**src/rtl/wb_writer.sv**
```systemverilog
// Writeback producer for the integer register file: merges buffered ALU results and formatted load responses.
// Optional register bypass ports are compiled in when WB_BYPASS_EN is defined.
module wb_writer #(
    parameter int XLEN       = 64,
    parameter int ALU_DEPTH  = 4,
    parameter int STARVE_MAX = 8
) (
    input  logic            clk,
    input  logic            rst,
    input  logic            alu_valid,
    output logic            alu_ready,
    input  logic [4:0]      alu_rd,
    input  logic [XLEN-1:0] alu_data,
    input  logic            ld_valid,
    output logic            ld_ready,
    input  logic [4:0]      ld_rd,
    input  logic [XLEN-1:0] ld_data,
    input  logic [2:0]      ld_offset,
    input  logic [2:0]      ld_funct3,
`ifdef WB_BYPASS_EN
    input  logic [4:0]      byp_idx  [2],
    output logic            byp_hit  [2],
    output logic [XLEN-1:0] byp_data [2],
`endif
    output logic            w_en,
    output logic [4:0]      rd_index,
    output logic [XLEN-1:0] rd_data,
    output logic            pending
);

    localparam int AW = $clog2(ALU_DEPTH);
    localparam int SW = $clog2(STARVE_MAX + 1);

    logic [4:0]      mem_rd   [ALU_DEPTH];
    logic [XLEN-1:0] mem_data [ALU_DEPTH];
    logic [AW-1:0]   wr_ptr, rd_ptr;
    logic [AW:0]     count;
    logic [SW-1:0]   starve;

    logic fifo_empty, fifo_full, push, grant_alu, grant_ld;
    logic [XLEN-1:0] sh, ld_fmt;
    logic            ld_legal;

    assign fifo_empty = (count == '0);
    assign fifo_full  = (count == (AW+1)'(ALU_DEPTH));
    assign alu_ready  = !fifo_full;
    assign push       = alu_valid && alu_ready;

    // A waiting ALU entry yields to loads only until the FIFO fills or the starve limit is reached.
    assign grant_alu = !fifo_empty &&
                       (!ld_valid || fifo_full || (starve == SW'(STARVE_MAX)));
    assign grant_ld  = !grant_alu && ld_valid;
    assign ld_ready  = grant_ld;
    assign pending   = !fifo_empty || w_en;

    always_comb begin
        sh       = ld_data >> {ld_offset, 3'b000};
        ld_fmt   = '0;
        ld_legal = 1'b1;
        case (ld_funct3)
            3'b000:  ld_fmt = {{(XLEN-8){sh[7]}},   sh[7:0]};
            3'b001:  ld_fmt = {{(XLEN-16){sh[15]}}, sh[15:0]};
            3'b010:  ld_fmt = {{(XLEN-32){sh[31]}}, sh[31:0]};
            3'b011:  ld_fmt = ld_data;
            3'b100:  ld_fmt = {{(XLEN-8){1'b0}},    sh[7:0]};
            3'b101:  ld_fmt = {{(XLEN-16){1'b0}},   sh[15:0]};
            3'b110:  ld_fmt = {{(XLEN-32){1'b0}},   sh[31:0]};
            default: ld_legal = 1'b0;
        endcase
    end

    always_ff @(posedge clk) begin
        if (push) begin
            mem_rd[wr_ptr]   <= alu_rd;
            mem_data[wr_ptr] <= alu_data;
        end
    end

    always_ff @(posedge clk) begin
        if (rst) begin
            wr_ptr <= '0;
            rd_ptr <= '0;
            count  <= '0;
        end else begin
            if (push)
                wr_ptr <= wr_ptr + 1'b1;
            if (grant_alu)
                rd_ptr <= rd_ptr + 1'b1;
            case ({push, grant_alu})
                2'b10:   count <= count + 1'b1;
                2'b01:   count <= count - 1'b1;
                default: count <= count;
            endcase
        end
    end

    always_ff @(posedge clk) begin
        if (rst || grant_alu || fifo_empty)
            starve <= '0;
        else if (grant_ld && (starve != SW'(STARVE_MAX)))
            starve <= starve + 1'b1;
    end

    // rd==0 and illegal loads are still consumed, they just never assert the write enable.
    always_ff @(posedge clk) begin
        if (rst) begin
            w_en     <= 1'b0;
            rd_index <= '0;
            rd_data  <= '0;
        end else if (grant_alu) begin
            w_en     <= (mem_rd[rd_ptr] != 5'd0);
            rd_index <= mem_rd[rd_ptr];
            rd_data  <= mem_data[rd_ptr];
        end else if (grant_ld) begin
            w_en     <= (ld_rd != 5'd0) && ld_legal;
            rd_index <= ld_rd;
            rd_data  <= ld_fmt;
        end else begin
            w_en     <= 1'b0;
        end
    end

`ifdef WB_BYPASS_EN
    logic [AW-1:0] yng_ptr;
    assign yng_ptr = wr_ptr - 1'b1;

    // The youngest buffered result is newer than the output register, so it takes priority.
    always_comb begin
        for (int i = 0; i < 2; i++) begin
            byp_hit[i]  = 1'b0;
            byp_data[i] = '0;
            if (byp_idx[i] != 5'd0) begin
                if (!fifo_empty && (mem_rd[yng_ptr] == byp_idx[i])) begin
                    byp_hit[i]  = 1'b1;
                    byp_data[i] = mem_data[yng_ptr];
                end else if (w_en && (rd_index == byp_idx[i])) begin
                    byp_hit[i]  = 1'b1;
                    byp_data[i] = rd_data;
                end
            end
        end
    end
`endif

endmodule
```
**config.mk**
```make
export PLATFORM = sky130hd
export DESIGN_NAME = wb_writer
export DESIGN_NICKNAME = d
export VERILOG_FILES = /design/src/rtl/wb_writer.sv
export SDC_FILE = /design/constraint.sdc
export NUM_CORES = 1
export LEC_CHECK = 0
export CAP_MARGIN = 20
export CORE_MARGIN = 4
export CORE_UTILIZATION = 35
export CTS_BUF_LIST = sky130_fd_sc_hd__clkbuf_16
export DETAILED_ROUTE_END_ITERATION = 8
export PLACE_DENSITY = 0.51
export SLEW_MARGIN = 30
export SYNTH_ARGS = -nofsm -noshare
export SYNTH_HDL_FRONTEND = slang
export SYNTH_SLANG_ARGS = --single-unit
export TNS_END_PERCENT = 50
```
**constraint.sdc**
```tcl
create_clock -name clk -period 7.6 [get_ports clk]
set_input_delay 1.52 -clock clk [delete_from_list [all_inputs] [get_ports clk]]
set_output_delay 1.52 -clock clk [all_outputs]
set_load 0.01 [all_outputs]
```
==> impl_metrics.prom <==
# TYPE chip_impl_metric gauge
chip_impl_metric{name="synth_area",unit="um^2"} 16610
chip_impl_metric{name="postSynthRegisterBits",unit=""} 359
chip_impl_metric{name="die_area",unit="um^2"} 51010
chip_impl_info{name="path_class",value="in -> out"} 1
chip_impl_metric{name="number_of_gates_resized_after_cts",unit=""} 0
chip_impl_info{name="critical_path.endpoint_type",value="output pin"} 1
chip_impl_info{name="cts_tree",value="built"} 1
chip_impl_metric{name="timing.max_cap.violations",unit=""} 0
chip_impl_info{name="timing.critical_path.from_type",value="input port"} 1
chip_impl_metric{name="postSynthNetCount",unit=""} 1333
chip_impl_metric{name="total_power",unit="mW"} 6.985
chip_impl_metric{name="dp.cells",unit=""} 1932
chip_impl_metric{name="wl",unit="um"} 51540
chip_impl_info{name="cp_slowest_cell",value="clkdlybuf4s50_1"} 1
chip_impl_metric{name="fmaxAchievable",unit="GHz"} 0.2100
chip_impl_info{name="grt_setup_unrepaired",value="no"} 1
chip_impl_metric{name="grt_use_total",unit=""} 0.2005
chip_impl_metric{name="clk_latency",unit="ns"} 0.55
chip_impl_info{name="path_cells",value="clkdlybuf4s50_1 > o21ai_1 > o32ai_2 > and2_1 > clkdlybuf4s50_1"} 1
chip_impl_info{name="crit-reg2reg-launch",value="starve[0]"} 1
chip_impl_metric{name="synthArstFlopShare",unit=""} 0
chip_impl_metric{name="layout_min_cycle_time",unit="ns"} 4.761
chip_impl_metric{name="drt-vias-per-instance",unit=""} 5.467
chip_impl_info{name="worst_path_most_repeated_cell",value="clkdlybuf4s50_1"} 1
chip_impl_metric{name="relSlewSlack",unit=""} 0.3619
chip_impl_metric{name="critical_path.max_stage_delay",unit="ns"} 0.67
chip_impl_metric{name="fraction_of_layout_cells_with_a_size_suffix_above_1",unit=""} 0.1910
chip_impl_metric{name="place.port_buffers",unit=""} 220
chip_impl_info{name="postSynth.topFlopCell",value="edfxtp_1"} 1
chip_impl_metric{name="globalplace.congestion",unit=""} 0.8387
chip_impl_metric{name="die_height",unit="um"} 225.8
chip_impl_metric{name="drt_first_iter_violations",unit=""} 955
chip_impl_metric{name="fp.coreArea",unit="um^2"} 46750
chip_impl_metric{name="power_per_standard_cell_area",unit="nW/um^2"} 340.2
chip_impl_metric{name="multi_input_gate_area_in_the_final_layout",unit="um^2"} 6156
chip_impl_metric{name="post-cts-setup-buffers",unit=""} 0
chip_impl_metric{name="final_max_slew_viol_count",unit=""} 0
chip_impl_metric{name="grt_pass1_wl",unit="um"} 76000
chip_impl_metric{name="timing.critical_path.arrival",unit="ns"} 3.24
chip_impl_metric{name="post_synth.cell_area_avg",unit="um^2"} 14.11
chip_impl_metric{name="post_synth_num_cell_types",unit=""} 65
chip_impl_metric{name="max-clock-path-buffers",unit=""} 3
chip_impl_metric{name="timing.critical_path.fanout_max",unit=""} 5
chip_impl_metric{name="tns",unit="ns"} 0
chip_impl_metric{name="detail_route.first_pass.iterations",unit=""} 5
chip_impl_info{name="status",value="complete, no violations"} 1
chip_impl_metric{name="timing.hold.ws",unit="ns"} 0.4611
chip_impl_metric{name="fraction_of_the_yosys_area_taken_by_sequential_cells",unit=""} 0.5990
chip_impl_metric{name="detail_route.wl_per_cell",unit="um"} 25.68
chip_impl_metric{name="worst_pin_slew",unit="ns"} 0.9572
chip_impl_metric{name="total_leakage_power",unit="nW"} 6.916
chip_impl_metric{name="clk_pin_slew_worst_paths",unit="ns"} 0.06
chip_impl_info{name="min_from",value="starve[0]"} 1
chip_impl_metric{name="grt_max_degree",unit=""} 77
chip_impl_metric{name="finalNetCount",unit=""} 1523
chip_impl_metric{name="share_of_the_clock_period_used_by_the_worst_path_after_layout",unit=""} 0.6265
chip_impl_metric{name="final_cell_count_no_fill",unit=""} 2007
chip_impl_info{name="synth.area.top_cells",value="edfxtp_1 50%, mux4_2 10%, dfxtp_1 10%, mux2i_1 2.9%, a2111oi_2 2.4%"} 1
chip_impl_metric{name="std_cell_rows",unit=""} 79
chip_impl_metric{name="antenna_violating_nets_post_route",unit=""} 0
chip_impl_metric{name="timing.critical_path.required",unit="ns"} 6.08
chip_impl_metric{name="synthDominantCellAreaShare",unit=""} 0.4990
chip_impl_info{name="synthDominantAreaCellType",value="edfxtp_1"} 1
chip_impl_metric{name="drc",unit=""} 0
chip_impl_metric{name="synth-edff-count",unit=""} 276
chip_impl_metric{name="yosys_synthesis_warning_count",unit=""} 0
chip_impl_metric{name="timing.final.hold_violations",unit=""} 0
chip_impl_metric{name="grt_remaining_overflow",unit=""} 0
chip_impl_metric{name="ir_drop_worst_case_vdd",unit="mV"} 0.1829
chip_impl_metric{name="flow.area_growth_from_synthesis",unit="%"} 23.62
chip_impl_info{name="holdCritPathClass",value="reg -> reg"} 1
chip_impl_metric{name="setup_viol",unit=""} 0
chip_impl_metric{name="die_width",unit="um"} 225.8
chip_impl_metric{name="area.sequential",unit="um^2"} 9955
chip_impl_metric{name="design.portCount",unit=""} 221
chip_impl_metric{name="post-dp-hpwl",unit="um"} 35480
chip_impl_metric{name="grt_antenna_before_repair",unit=""} 6
chip_impl_metric{name="synth_cells",unit=""} 1177
chip_impl_metric{name="final.fill_count",unit=""} 4222
chip_impl_info{name="worstSetupStartpoint",value="ld_valid"} 1
chip_impl_metric{name="route.vias.total",unit=""} 10970
chip_impl_metric{name="tritoncts_num_sinks",unit=""} 359
chip_impl_info{name="clockRootBuffer",value="clkbuf_16"} 1
chip_impl_metric{name="ctsHtreeMaxLevel",unit=""} 2
chip_impl_metric{name="starting_utilization_of_the_core_area",unit=""} 0.3553
chip_impl_metric{name="via_count_of_the_first_global_routing_pass",unit=""} 11290
chip_impl_metric{name="hold_buffers",unit=""} 0
chip_impl_metric{name="cts_buffers",unit=""} 40
chip_impl_metric{name="timing.clock.skew",unit="ns"} 0.01531
## cells in the mapped netlist, types with 4 or more instances
cell       number
a2111oi_0       5
or4_1           4
a21o_1          7
nor4_1          4
buf_1           5
nand3_1         8
o221ai_1        5
edfxtp_1      276
mux2_2          5
nand2_1        63
inv_1          12
mux2i_1        48
xor2_1          5
mux4_2         75
a311oi_1        5
buf_6           8
a21oi_1        40
dfxtp_1        83
nor2b_1         6
a2111oi_2      26
buf_2          28
ha_1            7
a21oi_2        29
o311ai_0        4
a211oi_1       14
clkbuf_1       42
a22oi_1        12
a2111oi_4       4
and2_1         42
a221o_1        12
a221oi_1        7
nor2_1        101
nand2b_1       10
nand3b_1        9
a31oi_1         7
o22ai_1        14
buf_4          10
o31ai_1         4
and3_1          4
nor3_1         46
o21ai_0        15
a21o_2         25
o211ai_1        9
## sequential cells by signal, indices dropped and copies added (netlist names), named ones only
name / flops
rd_ptr: 2
mem_rd: 20
w_en: 1
rd_data: 64
starve: 4
rd_index: 5
count: 3
wr_ptr: 2
mem_data: 256
## final timing paths
kind,endpoint,slack (ns),cells past startpoint
setup / recovery,ld_ready,2.84,5
hold / removal,starve[0],0.46,1
setup reg to reg,count[2],4.29,12
hold reg to reg,starve[0],0.46,1
## cell usage in the layout, fill, tap and decap left out, types with 15 or more instances in the layout
cell type,synthesis,routed
o21ai_0,15,15
a2111oi_2,26,26
clkdlybuf4s50_1,0,214
mux4_2,75,75
a21oi_2,29,29
clkbuf_16,0,41
and2_1,42,42
nand2_1,63,63
mux2i_1,48,48
a21oi_1,40,40
dfxtp_1,83,81
nor2_1,101,101
buf_4,10,21
a21o_2,25,25
inv_1,12,21
nor3_1,46,46
edfxtp_1,276,276
## layer usage
metal / share of wire / GRT usage / wire length [um]
met5: 0.00074 / 0 / 38
met2: 0.48 / 0.3249 / 24850
met3: 0.053 / 0.03965 / 2735
met4: 0.018 / 0.05058 / 940
met1: 0.45 / 0.2793 / 22980
## logic make-up (layout without fill, tap and decap cells)
family	Yosys count	after routing	synth area share
multiplexers	129	129	0.1356
flip-flops	359	359	0.5990
XOR/XNOR	8	8	0.004219
AO/OA/AOI/OAI	258	258	0.1337
AND/OR/NAND/NOR	307	307	0.08859
adder cells (fa/ha/maj)	8	8	0.006478
other	0	2	0
buffers and inverters	108	329	0.03239
## final cells by class
cell class              count  share of cell area
flip-flops and latches    359              0.4848
multi-input cells         710              0.2998
repair buffers            241              0.1141
clock buffers              41             0.04997
well taps                 607             0.03699
clock inverters            32             0.01133
inverters                  15            0.002803
diodes                      2           0.0002437
## worst max-delay path: cells and delay by family
family | cells | cell delay (ns)
AND/OR/NAND/NOR | 1 | 0.21
buffers and inverters | 2 | 1.22
AO/OA/AOI/OAI | 2 | 0.28
## per-stage QoR
stage / utilization / area, um^2 / setup slack, ns
floorplan: - / 16610 / 3.838
global placement: 0.4113 / 19230 / 2.671
detailed placement: 0.4121 / 19270 / 2.758
CTS: 0.4391 / 20530 / 2.855
global route: 0.4391 / 20530 / 2.768
finish: 0.4392 / 20530 / 2.839
## report_power, final
group	switching, mW	internal, mW	total, mW	leakage (nW)
Combinational	1.36	1.10	2.46	3.04
Sequential	0.236	2.43	2.67	3.22
Clock	0.769	1.08	1.85	0.658
Total	2.37	4.61	6.98	6.92
Power figures use the tool's default switching activity.
